--- src/rtl/fg_dac_spi_tx.sv ---
// Function-generator DAC output stage: signed sample -> offset-binary DAC code -> {CMD, code} SPI frame.
// Latency: busy_o the cycle after accept, (3+2*FRAME_BITS)*CLK_DIV cycles busy (+CLK_DIV with LDAC).
// Backpressure: strobes while busy are dropped with a one-cycle overrun_o pulse; FG_DAC_SPI_LDAC_EN adds an LDAC pulse.
module fg_dac_spi_tx #(
  parameter int                 BITWIDTH     = 16,
  parameter int                 DAC_BITWIDTH = 12,
  parameter int                 CMD_BITS     = 4,
  parameter logic [CMD_BITS-1:0] CMD         = 4'h3,
  parameter int                 CLK_DIV      = 2
) (
  input  logic                clk_i,
  input  logic                rst_i,
  input  logic                enable_i,
  input  logic                strobe_i,
  input  logic [BITWIDTH-1:0] sample_i,
  output logic                busy_o,
  output logic                done_o,
  output logic                overrun_o,
  output logic                cs_n_o,
  output logic                sclk_o,
  output logic                mosi_o,
  output logic                ldac_n_o
);

  localparam int FRAME_BITS = CMD_BITS + DAC_BITWIDTH;
  localparam int CW         = (CLK_DIV > 1) ? $clog2(CLK_DIV) : 1;
  localparam int BW         = (FRAME_BITS > 1) ? $clog2(FRAME_BITS) : 1;

  typedef enum logic [2:0] {
    S_IDLE,
    S_SETUP,
    S_SHIFT,
    S_HOLD,
    S_GAP,
    S_LDAC
  } state_t;

  state_t                state_q, state_d;
  logic [CW-1:0]         cnt_q, cnt_d;
  logic                  phase_q, phase_d;   // 0: sclk low half, 1: sclk high half
  logic [BW-1:0]         bit_q, bit_d;
  logic                  load, shift_en, frame_end, cnt_last, busy;
  logic [FRAME_BITS-1:0] shreg_q;
  logic [BITWIDTH-1:0]   offs;
  logic [DAC_BITWIDTH-1:0] code;
  logic                  done_q, overrun_q;

  // Flipping the sign bit turns two's complement into offset binary; the
  // right shift drops the LSBs the DAC cannot resolve (no rounding needed,
  // the limiter upstream already bounds the value).
  assign offs     = sample_i ^ (BITWIDTH'(1) << (BITWIDTH - 1));
  assign code     = DAC_BITWIDTH'(offs >> (BITWIDTH - DAC_BITWIDTH));
  assign cnt_last = (cnt_q == CW'(CLK_DIV - 1));
  assign busy     = (state_q != S_IDLE);

  // State and timing counters
  always_ff @(posedge clk_i or posedge rst_i) begin
    if (rst_i) begin
      state_q <= S_IDLE;
      cnt_q   <= '0;
      phase_q <= 1'b0;
      bit_q   <= '0;
    end else begin
      state_q <= state_d;
      cnt_q   <= cnt_d;
      phase_q <= phase_d;
      bit_q   <= bit_d;
    end
  end

  // Next-state: each phase lasts CLK_DIV cycles; SHIFT alternates low/high halves per bit
  always_comb begin
    state_d   = state_q;
    cnt_d     = cnt_q;
    phase_d   = phase_q;
    bit_d     = bit_q;
    load      = 1'b0;
    shift_en  = 1'b0;
    frame_end = 1'b0;
    case (state_q)
      S_IDLE: begin
        if (enable_i && strobe_i) begin
          state_d = S_SETUP;
          load    = 1'b1;
          cnt_d   = '0;
        end
      end
      S_SETUP: begin
        if (cnt_last) begin
          state_d = S_SHIFT;
          cnt_d   = '0;
          phase_d = 1'b0;
          bit_d   = '0;
        end else begin
          cnt_d = cnt_q + CW'(1);
        end
      end
      S_SHIFT: begin
        if (cnt_last) begin
          cnt_d = '0;
          if (!phase_q) begin
            phase_d = 1'b1;
          end else begin
            phase_d = 1'b0;
            if (bit_q == BW'(FRAME_BITS - 1)) begin
              state_d = S_HOLD;
            end else begin
              // Next bit is presented at the start of the following low half
              bit_d    = bit_q + BW'(1);
              shift_en = 1'b1;
            end
          end
        end else begin
          cnt_d = cnt_q + CW'(1);
        end
      end
      S_HOLD: begin
        if (cnt_last) begin
          state_d = S_GAP;
          cnt_d   = '0;
        end else begin
          cnt_d = cnt_q + CW'(1);
        end
      end
      S_GAP: begin
        if (cnt_last) begin
          cnt_d = '0;
`ifdef FG_DAC_SPI_LDAC_EN
          state_d = S_LDAC;
`else
          state_d   = S_IDLE;
          frame_end = 1'b1;
`endif
        end else begin
          cnt_d = cnt_q + CW'(1);
        end
      end
      S_LDAC: begin
        if (cnt_last) begin
          state_d   = S_IDLE;
          cnt_d     = '0;
          frame_end = 1'b1;
        end else begin
          cnt_d = cnt_q + CW'(1);
        end
      end
      default: state_d = S_IDLE;
    endcase
  end

  // Frame shift register: loaded only on accept so later sample changes are ignored
  always_ff @(posedge clk_i or posedge rst_i) begin
    if (rst_i) begin
      shreg_q <= '0;
    end else if (load) begin
      shreg_q <= {CMD, code};
    end else if (shift_en) begin
      shreg_q <= {shreg_q[FRAME_BITS-2:0], 1'b0};
    end
  end

  // Status pulses: done after the last phase, overrun for a dropped strobe
  always_ff @(posedge clk_i or posedge rst_i) begin
    if (rst_i) begin
      done_q    <= 1'b0;
      overrun_q <= 1'b0;
    end else begin
      done_q    <= frame_end;
      overrun_q <= strobe_i && enable_i && busy;
    end
  end

  assign busy_o    = busy;
  assign done_o    = done_q;
  assign overrun_o = overrun_q;
  assign cs_n_o    = (state_q == S_IDLE) || (state_q == S_GAP) || (state_q == S_LDAC);
  assign sclk_o    = (state_q == S_SHIFT) && phase_q;
  assign mosi_o    = ((state_q == S_SETUP) || (state_q == S_SHIFT) || (state_q == S_HOLD))
                     ? shreg_q[FRAME_BITS-1] : 1'b0;
`ifdef FG_DAC_SPI_LDAC_EN
  assign ldac_n_o  = (state_q != S_LDAC);
`else
  assign ldac_n_o  = 1'b1;
`endif

endmodule

--- config.mk ---
export PLATFORM = sky130hd
export DESIGN_NAME = fg_dac_spi_tx
export DESIGN_NICKNAME = d
export VERILOG_FILES = /design/src/rtl/fg_dac_spi_tx.sv
export SDC_FILE = /design/constraint.sdc
export NUM_CORES = 1
export LEC_CHECK = 0
export CAP_MARGIN = 20
export CORE_UTILIZATION = 51
export DETAILED_ROUTE_END_ITERATION = 16
export PLACE_DENSITY = 0.78
export RECOVER_POWER = 50
export SLEW_MARGIN = 20
export SYNTH_ARGS = -nofsm -noshare
export SYNTH_HDL_FRONTEND = slang
export SYNTH_SLANG_ARGS = --single-unit
--- constraint.sdc ---
create_clock -name clk_i -period 1.95 [get_ports clk_i]
set_clock_uncertainty 0.05 [all_clocks]
set_input_delay 0.4875 -clock clk_i [delete_from_list [all_inputs] [get_ports clk_i]]
set_output_delay 0.4875 -clock clk_i [all_outputs]
set_load 0.01 [all_outputs]
* Yosys cells after proc, flatten, opt, wreduce, memory -nomap -nowiden *
Cells that the tools add are included.

storage, ports and cells
  memories kept = 0
  memory bits (writable) = 0
  latch bits = 0
  register bits after elaboration = 27
  bits in read-only memories = 0
  logic and storage cells = 73

cells by class
  eq/ne operators = 14
  multipliers = 0
  div/mod/pow operators = 0
  add/sub/neg operators = 2
  shift-type cells = 0
  $lt $le $gt $ge = 0
  reduce and logical (&&, ||, !) cells = 18
  muxes and demuxes = 31
  bitwise operators = 1

operators by type and width
  kind                   number
  $mux W16               2
  $mux W3                7
  $mux W4                4
  $pmux W3 S5            1
  $mux W1                14
  $ne A2 B2 Y1 const B   7
  $pmux W4 S2            1
  $reduce_and A7 Y1      1
  $eq A3 B2 Y1 const B   2
  $eq A3 B3 Y1 const B   2
  $reduce_bool A2 Y1     3
  $reduce_and A5 Y1      1
  $reduce_or A5 Y1       1
  $add A4 B1 Y4 const B  1
  $eq A4 B4 Y1 const B   1
  $logic_or A1 B1 Y1     4
  $pmux W1 S2            2
  $eq A3 B1 Y1 const B   1
  $logic_and A1 B1 Y1    3
  $logic_not A3 Y1       1
  $reduce_and A3 Y1      1
  $reduce_bool A3 Y1     1
  $ne A2 B1 Y1 const B   1
  $reduce_and A2 Y1      1
  other kinds (3)        3

* Depth between registers and ports, before layout *
  depth in word-level cells = 7
  mapped depth = 7

* Worst setup path after synthesis *
No wires, ideal clock.

  kind = in2reg
  start = input strobe_i
  end = register shreg_q[1]
  setup time = 0.128 ns
  path slack = 0.371 ns
  buffers on the path = 2
  stages = 6
  arrival = 1.401 ns
  path through = nand2_2 -> or4_4 -> buf_6 -> buf_6 -> nand3_1 -> o211ai_2

on the way
  cells in the longest elaborated chain, start to end = 4
  elaborated cells between the ends (all ways) = 5
  those cells by class = 3 x mux; 2 x reduce/logical

RTL lines
  element                                                RTL line  source
  start, declared                                        14        input logic strobe_i,
  $logic_and A1 B1 Y1 *                                  82        if (enable_i && strobe_i) begin
  $mux W1 *                                              82
  $mux W1 *                                              80        case (state_q)
  $mux W16 / $reduce_bool A2 Y1 (equally long branches)  --
  end signal, assigned                                   156       shreg_q <= {CMD, code};
  end signal, assigned                                   158       shreg_q <= {shreg_q[FRAME_BITS-2:0], 1'b0};
  end, declared                                          43        logic [FRAME_BITS-1:0] shreg_q;

Mark *: on every way between the ends. The rest lies on a longest branch, timed or not.
A chain may end at the register's enable or synchronous reset.

* Final worst setup path *
  start = register state_q[2]
  end = output sclk_o

on the way
  cells in the longest elaborated chain, start to end = 2

RTL lines
  element                 RTL line  source
  start, declared         38        state_t state_q, state_d;
  start signal, assigned  64        state_q <= state_d;
  $eq A3 B2 Y1            177       assign sclk_o = (state_q == S_SHIFT) && phase_q;
  $logic_and A1 B1 Y1     177
  end, declared           20        output logic sclk_o,

Every way passes these cells.

==> summary.txt <==
Run status
  • Status: completed

Logic synthesis
  • Main flop type after synthesis: dfrtp_1
  • Post-Syn Instances: ~150
  • Synthesized area per cell: around 9.8 um^2
  • Mux cell area share after synthesis: approximately 3.4%
  • Post-synthesis compound-gate area fraction: 14.7%
  • Warnings from Yosys: 0
  • Async S/R FF share, synth: between 90% and 100%
  • Sequential area share after synthesis: 46.4%
  • Synth Area in Adders: less than 1%
  • Largest family of logic cells by synthesized area: simple AND/OR/NAND/NOR gates
  • Mapped Nets: 170
  • Yosys reg bits: 27
  • Post-synthesis xor/xnor area fraction: under 10%
  • Number of flops mapped to enable cells by yosys: 0
  • Synthesized area: around 0.0015 mm^2
  • Synth Area in Simple Gates: around 25%
  • Yosys cell types: 35

GRT
  • Antenna violations before repair: 0
  • First-pass GRT wire length: about 4.4 mm
  • Via count of the first global-routing pass: roughly 1000
  • Gr usage total: between 15 and 20%
  • Remaining Overflow, GRT: 0
  • Largest net degree at the start of global routing: 30

Detailed routing
  • DRT Wirelength: approximately 2.7 mm
  • DRT met1 WL: roughly 1.3 mm
  • Routed wl met3: 80 um
  • First-iteration detailed-routing DRC count: 32
  • Top routing layer in use: met4
  • DR WL/cell: about 13 um
  • DR pass1 iterations: 4
  • DRC viols: 0
  • ANT nets after route: 0
  • Met2 routed WL: between 1 and 1.5 mm
  • Via-to-Cell Ratio: approximately 5.5
  • Vias: ~1100

Min path
  • Worst Hold Class: reg -> reg

Placed design
  • Port Buf Inserts: 21
  • Pre-CTS setup slack: -115 ps
  • GP Congestion: approximately 0.81
  • DP HPWL: between 1.5 and 2 mm

Timing
  • Max Freq: roughly 0.53 GHz
  • Final worst setup slack: 48.0 ps
  • Max Transition Viols Final: 0
  • Hold Vio Cnt, Final: 0
  • Setup tns final: 0 ps
  • Rel. slew slack: 55.3%
  • Final critical-path required period: 1900 ps
  • Crit share post-route: a little over nine tenths
  • Hold Slack: ~470 ps
  • Worst Max-Slew Pin Slew: about 670 ps
  • Finish-stage setup viols: 0

Clocking
  • TritonCTS Buffers: 3
  • CTS clk-pin slew, worst paths: around 140 ps
  • Clock Sinks: 27
  • Clk_lat worst skew: roughly 320 ps
  • CTS tree: built
  • CTS Root Cell: clkbuf_4
  • Max clock buf depth: 2
  • Htree depth: 1

Worst setup path
  • Critical Path End Type: output port
  • Crit path DAT: 1360 ps
  • CP startpoint kind: flop
  • CP top delay family: flip-flops
  • CP max FO: 5
  • Worst path max stage delay: between 400 and 500 ps
  • Crit path required time: roughly 1400 ps
  • Buffer and inverter count on the worst path: 2
  • Cell Chain, Critical Path: buf_6, nand2b_4, nor3_1, buf_2
  • WS Path Type: reg -> out
  • Slowest CP cell: dfrtp_2

Floorplanning
  • Die Ht: roughly 55 um
  • Core Box Area: roughly 0.0027 mm^2
  • IO Count: 27
  • Initial Utilization: 53.3%
  • Rows: 19
  • Die area: around 0.003 mm^2
  • Die width: between 50 and 60 um

Layout
  • # diodes: 0
  • Fin nets: 200
  • Final core occ: roughly two thirds
  • Synthesis-to-finish area growth: 22.9%
  • Share of cells above drive strength 1: about a quarter

Power
  • Maximum VDD drop: 0.000908 V
  • Cell leakage power: between 0.8 and 0.9 nW
  • PD cells: ~1400 mW/mm^2

Flow run
  • Max Cap Viol: 0
power breakdown:
group	total, mW	internal (mW)	switching (mW)
Combinational	1.23	0.605	0.624
Clock	0.240	0.0768	0.163
Sequential	0.949	0.773	0.176
cells in the final DEF, fill, tap and decap left out, drive strengths merged, types with 2 or more instances in the layout:
cell / n
a21oi: 4
a31oi: 2
buf: 14
clkbuf: 6
clkdlybuf4s50: 16
dfrtp: 27
inv: 8
mux2i: 5
nand2: 33
nand2b: 3
nand3: 14
nor2: 10
nor3: 3
o211ai: 10
o21ai: 2
o22ai: 3
final timing paths:
kind                                               end  slack [ps]              startpoint  cells after the start
worst max-delay path                            sclk_o          50  state_q[2]$_DFFE_PP0P_                      4
worst min-delay path              bit_q[0]$_DFFE_PP0P_         470    bit_q[0]$_DFFE_PP0P_                      1
worst max register to register  shreg_q[1]$_DFFE_PP0P_          60  state_q[1]$_DFFE_PP0P_                      5
worst min register to register    bit_q[0]$_DFFE_PP0P_         470    bit_q[0]$_DFFE_PP0P_                      1
max in group asynchronous       state_q[2]$_DFFE_PP0P_         670                   rst_i                      3
min in group asynchronous         bit_q[3]$_DFFE_PP0P_         710                   rst_i                      3
cells by family after synthesis:
family	count (synthesis)
adder cells (fa/ha/maj)	1
multiplexers	5
other	1
XOR/XNOR	2
flip-flops	27
buffers and inverters	19
AND/OR/NAND/NOR	69
AO/OA/AOI/OAI	25
Yosys cell counts, drive strengths merged, types with 2 or more instances:
| cell type | n | area [um^2] |
|---|---|---|
| a21oi | 4 | 20.0 |
| mux2i | 5 | 50.1 |
| nand3 | 14 | 100 |
| o211ai | 10 | 110 |
| dfrtp | 27 | 676 |
| buf | 10 | 80.1 |
| nor3 | 3 | 20.0 |
| nand2b | 3 | 18.8 |
| inv | 8 | 30.0 |
| a31oi | 2 | 12.5 |
| nand2 | 33 | 126 |
| nor2 | 10 | 37.5 |
| o22ai | 3 | 18.8 |
| o21ai | 2 | 10.0 |
flip-flops by register name, summed over array words and instances, names as in the netlist:
name and cells:
bit_q 4, shreg_q 16, cnt_last 1, state_q 3
phase_q 1, done_o 1, overrun_o 1
metal layers:
metal	vias to the layer above	GRT usage, %
met5	-	0
met4	0	5.71
met3	4	2.11
met2	25	29.9
met1	550	24.0
li1	569	-
cell type report:
cell class	instances	area (um^2)
Clock buffer	3	22.5
Clock inverter	1	5.00
Fill cell	219	945
Inverter	8	30.0
Multi-Input combinational cell	103	688
Sequential cell	27	679
Tap cell	31	38.8
Timing Repair Buffer	36	325
stage by stage:
step	instance area (um^2)	instances	power, mW
final	1790	209	2.42
after global routing	1790	209	2.61
after CTS	1760	206	2.35
after detailed placement	1700	199	2.07
after global placement	1700	199	2.00
after floorplan	1460	149	1.73
worst reg2reg max path, delay by kind of cell, from the launching register on:
kind / cells / cell delay (ps)
simple gates: 2 / 860
flops: 1 / 480
buf+inv: 2 / 300
compound gates: 1 / 90
what timing repair did:
action | CTS | global route
setup endpoints to repair | 4 | 3
buffers inserted | 3 | 3
hold endpoints to repair | 0 | 0
hold buffers | 0 | 0
pin swaps | 0 | 1
gates resized for setup | 7 | 11
No activity file was read; power rests on OpenSTA's default activity.
